**config.mk**
```make
export PLATFORM = sky130hd
export DESIGN_NAME = mean_sq_q248
export DESIGN_NICKNAME = d
export VERILOG_FILES = /design/src/rtl/mean_sq_q248.sv
export SDC_FILE = /design/constraint.sdc
export NUM_CORES = 2
export LEC_CHECK = 0
export CAP_MARGIN = 20
export CORE_MARGIN = 5
export CORE_UTILIZATION = 40
export DETAILED_ROUTE_END_ITERATION = 7
export PLACE_DENSITY_LB_ADDON = 0.3
export SYNTH_ARGS = -nofsm -noshare
export SYNTH_HDL_FRONTEND = slang
export SYNTH_SLANG_ARGS = --single-unit
```
**constraint.sdc**
```tcl
create_clock -name clk -period 3.55 [get_ports clk]
set_input_delay 0.71 -clock clk [delete_from_list [all_inputs] [get_ports clk]]
set_output_delay 0.71 -clock clk [all_outputs]
set_load 0.02 [all_outputs]
```
**src/rtl/mean_sq_q248.sv**
```systemverilog
// mean_sq_q248
//   Streaming mean-square stage of the Q24.8 RMS path. Squares signed Q24.8
//   samples, accumulates 2**LOG2N squares and presents their truncated
//   unsigned Q24.8 mean, which is the radicand for the square-root stage.
// Parameters
//   LOG2N      log2 of samples per frame (1..8)
// Ports
//   clk        clock, all state on rising edge
//   rst_n      asynchronous active-low reset
//   clear      synchronous frame abort (drops partial sum and pending result)
//   in_valid   sample valid
//   in_ready   stage can accept a sample (registered state decode)
//   in_data    signed Q24.8 sample
//   out_valid  mean-square result valid
//   out_ready  downstream accepts result
//   out_data   unsigned Q24.8 mean of squares
module mean_sq_q248 #(
   parameter int unsigned LOG2N = 2
) (
   input  logic        clk,
   input  logic        rst_n,
   input  logic        clear,
   input  logic        in_valid,
   output logic        in_ready,
   input  logic [31:0] in_data,
   output logic        out_valid,
   input  logic        out_ready,
   output logic [31:0] out_data
);

   typedef enum logic {ACCUM, HOLD} state_t;

   localparam logic [LOG2N-1:0] CNT_ONE = 1;

   state_t             state;
   state_t             state_nx;
   logic [31:0]        mag;
   logic [63:0]        sq64;
   logic [31:0]        sq;
   logic [LOG2N+31:0]  acc;
   logic [LOG2N+31:0]  sum;
   logic [LOG2N-1:0]   count;
   logic               accept;
   logic               last;
   logic               unused_lsb;

   // Two's-complement negate maps 0x8000_0000 onto itself, which read as
   // unsigned is exactly 2**31, so no special case is needed.
   assign mag  = in_data[31] ? (~in_data + 32'd1) : in_data;
   assign sq64 = {32'd0, mag} * {32'd0, mag};
   // Q48.16 product: drop 8 fraction bits; anything above bit 39 saturates.
   assign sq   = (|sq64[63:40]) ? '1 : sq64[39:8];
   assign unused_lsb = ^sq64[7:0];

   assign sum    = acc + {{LOG2N{1'b0}}, sq};
   assign last   = (count == '1);
   assign accept = in_valid && in_ready;

   assign in_ready  = (state == ACCUM);
   assign out_valid = (state == HOLD);

   always_ff @(posedge clk or negedge rst_n) begin
      if (!rst_n) begin
         state <= ACCUM;
      end else begin
         state <= state_nx;
      end
   end

   always_comb begin
      state_nx = state;
      if (clear) begin
         state_nx = ACCUM;
      end else begin
         case (state)
            ACCUM:   if (accept && last) state_nx = HOLD;
            HOLD:    if (out_ready)      state_nx = ACCUM;
            default: state_nx = ACCUM;
         endcase
      end
   end

   always_ff @(posedge clk or negedge rst_n) begin
      if (!rst_n) begin
         acc      <= '0;
         count    <= '0;
         out_data <= '0;
      end else if (clear) begin
         acc   <= '0;
         count <= '0;
      end else if (accept) begin
         if (last) begin
            out_data <= sum[LOG2N+31:LOG2N];
            acc      <= '0;
            count    <= '0;
         end else begin
            acc   <= sum;
            count <= count + CNT_ONE;
         end
      end
   end

endmodule

```
; ---- Word level (Yosys, flattened, before mapping)
; Cells that the tools add are included.
[word_totals]
register_bits = 69
out_inout_bits = 34
elab_cells = 29
[classes]
addsub = 3
multipliers = 1
eq_ne = 1
mux = 12
bitwise_logic = 3
n_reduce_logical = 5
[op_table]
columns = op, n
row1 = $mux W34, 3
row2 = $mul A32 B32 Y64, 1
row3 = $mux W32, 2
row4 = $add A34 B32 Y34, 1
row5 = $add A32 B1 Y32 const B, 1
row6 = $not A32 Y32, 1
row7 = $reduce_or A24 Y1, 1
row8 = $mux W2, 3
row9 = $mux W1, 3
row10 = $reduce_and A3 Y1, 1
row11 = $add A2 B1 Y2 const B, 1
row12 = $eq A2 B2 Y1 const B, 1
row13 = $logic_and A1 B1 Y1, 2
row14 = $not A1 Y1, 2
row15 = $pmux W1 S2, 1
row16 = $reduce_bool A2 Y1, 1

; ---- Logic depth before layout (Yosys ltp)
[logic_depth]
ltp_word = 10
depth_mapped = 55

; ---- Least setup slack after synthesis
; Ideal clock, no wire load.
[synth_path]
path_type = input -> register
startpoint = in in_data[0]
endpoint = reg out_data[31]
setup_ns = 0.134
arrival_ns = 13.310
t_required_ns = 3.416
path_slack_ns = -9.894
cell_stages = 48
cell_sequence = inv_1 > clkbuf_1 > clkbuf_1 > ha_1 > nand2b_1 > or3_1 > or3_1 > o41ai_1 > xnor2_1 > inv_1 > clkbuf_1 > nor2_1 > fa_1 > inv_1 > fa_1 > inv_1 > fa_1 > inv_1 > [... 12 more ...] > or4_1 > a2111oi_0 > nand4_1 > nor4_4 > buf_6 > nand2_1 > ha_1 > a41oi_1 > o21ai_0 > or3_1 > a21oi_1 > nor3_1 > o21ai_0 > a41oi_1 > a41o_1 > o21ai_0 > xor2_1 > o21ai_0
[synth_between]
elab_chain_cells = 7
[synth_lines]
columns = element, line_no
row1 = "start, declared", 25  ; input logic [31:0] in_data,
row2 = $not A32 Y32, 49  ; assign mag = in_data[31] ? (~in_data + 32'd1) : in_data;
row3 = $add A32 B1 Y32, 49
row4 = $mux W32 *, 49
row5 = $mul A32 B32 Y64 *, 50  ; assign sq64 = {32'd0, mag} * {32'd0, mag};
row6 = $reduce_or A24 Y1, 52  ; assign sq = (|sq64[63:40]) ? '1 : sq64[39:8];
row7 = $mux W32 *, 52
row8 = $add A34 B32 Y34 *, 55  ; assign sum = acc + {{LOG2N{1'b0}}, sq};
row9 = "end signal, assigned", 93  ; out_data <= sum[LOG2N+31:LOG2N];
row10 = "end, declared", 28  ; output logic [31:0] out_data
; Every way passes the cells marked *; elsewhere a longest branch is shown, timed or not.
; A chain may end at the register's enable or synchronous reset.

; ---- Final worst setup path
[layout_path]
startpoint = in in_data[6]
endpoint = reg out_data[22]
; The elaborated chain is that of the path after synthesis.

==> impl_results.md <==
- Die Span X: 300 um
- FF+latch count, synth: 69
- Area delta synth->final: 32.6%
- Rel. slew slack: 49.5%
- Cell Area, Synth: 33600 um2
- IO buf count: 70
- Number of global-route vias before repair: 31400
- Worst setup EP type: flop
- R2R Path End: out_data[30]$_DFFE_PN0P_
- DRC viols: 0
- N_diodes: 0
- Die ar.: 89900 um2
- WP data required: 3.76 ns
- Slack of the critical path: -9.05 ns
- Worst Clk Skew: 0.00707 ns
- Critical path arrival: 12.81 ns
- Tightest Hold Check Type: in -> async
- Cts hold-fix bufs: 0
- Number of flops mapped to enable cells by yosys: 0
- Async SR Flop Fraction: 100%
- Worst-path fanout max: 6
- DRT Wirelength: 109000 um
- Initial antenna violation count: 0
- Most common cell on crit path: fa_1
- Rows: 106
- Pin count of the biggest net entering global routing: 40
- Distinct cell type count after synthesis: 74
- Register area share after synthesis: 5.14%
- Starting Density: 40.3%
- Antenna viol nets, final: 0
- Least-Margin Pin Slew: 0.756 ns
- GRT Util Overall: 24.7%
- Io pins: 71
- Htree depth: 3
- R2r setup slk: 0.64 ns
- Setup Viol. Count Final: 66
- R2r worst-path depth: 14
- RSZ-0062 raised after global routing: true
- Clk_lat worst skew: 0.33 ns
- Status: complete, but fails checks
- R2r startpoint: acc[0]$_DFFE_PN0P_
- Post-route clock period utilization: 355%
- CTS tree: done
- Global-route wire length before repair: 173000 um
- Worst setup SP type: primary input
- Worst hold slack: 0.222 ns
- Post-synth top cells: 955 x inv_1, 804 x fa_1, 373 x nand2_1
- Crit Path Category: in -> reg
- Final net count: 5690
- YS warnings: 0
- Drt via density: 5.02
- Largest area contributor in the netlist: fa_1
- Initial DRC Count: 1773
- Total congestion overflow: 0
- DRT Pass-1 Iters: 6
- Clock buffer count from CTS: 9
- F_max: 79.4 MHz
- Synthesized instance count: 3719
- Area share of the largest cell type after synthesis: 47.9%
- Failing checks: setup timing
- Syn_area_per_cell: 9.03 um2
- Util after Layout: 53.4%
- CP max-delay cell: or4_4
- Core ar.: 83400 um2
- Dominant cell by count in the synthesized netlist: inv_1
- Synth Flop Type: dfrtp_1
- Worst-path clk slew: 0.06 ns
- Vias: 28300
- WL/cell: 19.3 um
- Fin crit period: 12.60 ns
- CTS Sinks: 69
- Root buf cell: clkbuf_16
- Top cells by area, synth: fa_1 48%, ha_1 11%, inv_1 11%
- Layout cells sized above 1: 27.1%
- Max-capacitance violation count: 0
- Post-DP HPWL: 93100 um
- Hold Violations, Final: 0
- CTS max path bufs: 2
- GPL Wtd Cong: 0.960
- Die Y: 300 um
- Final Max Tran Viols: 0
- CP peak stage delay: 0.56 ns
[per-layer routing]
metal | global-route usage [%] | vias to the layer above | wire length [um]
met2 | 42.4 | 990 | 53000
met4 | 7.42 | 0 | 4140
met3 | 4.98 | 226 | 8810
met5 | 0 | - | 0
li1 | - | 12800 | -
met1 | 31.9 | 14200 | 42800
[critical path: cells and delay by family]
| kind | cells | cell delay, ns |
|---|---|---|
| AO/OA/AOI/OAI | 13 | 2.76 |
| XOR/XNOR | 2 | 0.34 |
| adder cells (fa/ha/maj) | 11 | 4.27 |
| buffers and inverters | 12 | 1.31 |
| multiplexers | 2 | 0.42 |
| AND/OR/NAND/NOR | 10 | 2.94 |
[logic make-up (layout without fill, tap and decap cells)]
kind of cell | count (synthesis) | in the layout | share of synthesized area [%]
compound gates | 396 | 396 | 7.56
xor+xnor | 126 | 126 | 3.29
fa+ha+maj | 1104 | 1104 | 59.1
buf+inv | 1098 | 1910 | 12.4
flops | 69 | 69 | 5.14
mux | 36 | 36 | 1.18
other cells | 2 | 25 | 0.0224
simple gates | 888 | 888 | 11.3
[how the worst max path moves through the flow]
stage	from	to	slack, ns
finish	in_data[6]	out_data[22]$_DFFE_PN0P_	-9.05
floorplan	in_data[0]	out_data[17]$_DFFE_PN0P_	-8.61
global route	in_data[6]	out_data[30]$_DFFE_PN0P_	-9.41
CTS	in_data[6]	out_data[17]$_DFFE_PN0P_	-8.97
global placement	in_data[6]	out_data[31]$_DFFE_PN0P_	-10.01
detailed placement	in_data[6]	out_data[17]$_DFFE_PN0P_	-10.09
[cell type report]
class / instances / area, um2
flip-flops and latches: 69 / 1730
clock inverters: 6 / 71.3
fillers: 7497 / 38900
repair buffers: 930 / 7610
clock buffers: 10 / 239
well taps: 1080 / 1350
multi-input cells: 2575 / 29900
inverters: 964 / 3640
[layout by cell type (no fill, tap or decap), types with 18 or more instances in the layout]
| cell type | instances |
|---|---|
| fa_2 | 29 |
| o21ai_0 | 51 |
| a21o_1 | 39 |
| o21ai_1 | 27 |
| nand2_1 | 353 |
| nor3_1 | 38 |
| fa_1 | 775 |
| ha_4 | 41 |
| clkdlybuf4s50_1 | 56 |
| buf_12 | 18 |
| nor2_1 | 289 |
| mux2_2 | 18 |
| nor2_2 | 21 |
| nand4_1 | 38 |
| xor2_1 | 30 |
| a22o_1 | 26 |
| o21bai_1 | 18 |
| a21oi_1 | 87 |
| inv_1 | 939 |
| conb_1 | 25 |
| buf_6 | 56 |
| ha_1 | 259 |
| a21oi_2 | 28 |
| dfrtp_1 | 69 |
| buf_4 | 784 |
| xnor2_1 | 50 |
| xnor2_2 | 23 |
[per-stage QoR]
stage	worst slack (ns)	instance area, um2	instances	setup TNS [ns]
after floorplan	-8.61	34200	3742	-534.07
after global placement	-10.01	41800	5539	-633.28
after detailed placement	-10.09	41800	5539	-638.63
after CTS	-8.97	44100	5618	-567.22
after global routing	-9.41	44500	5634	-596.22
final	-9.05	44500	5634	-573.11
[state kept, by name (all words and copies together) (netlist names)]
register and cells:
acc 34, out_data 32, count 2, out_valid 1
[what timing repair did]
action | 4_1_cts | 5_1_grt
endpoints found under the setup margin | 66 | 66
pin swaps | 128 | 51
buffers inserted | 76 | 20
cloned | 2 | 1
gates resized for setup | 342 | 74
Power is left out: the tool's default activity adds up to more than one toggle a clock period on the data nets, which glitch-free logic cannot reach.
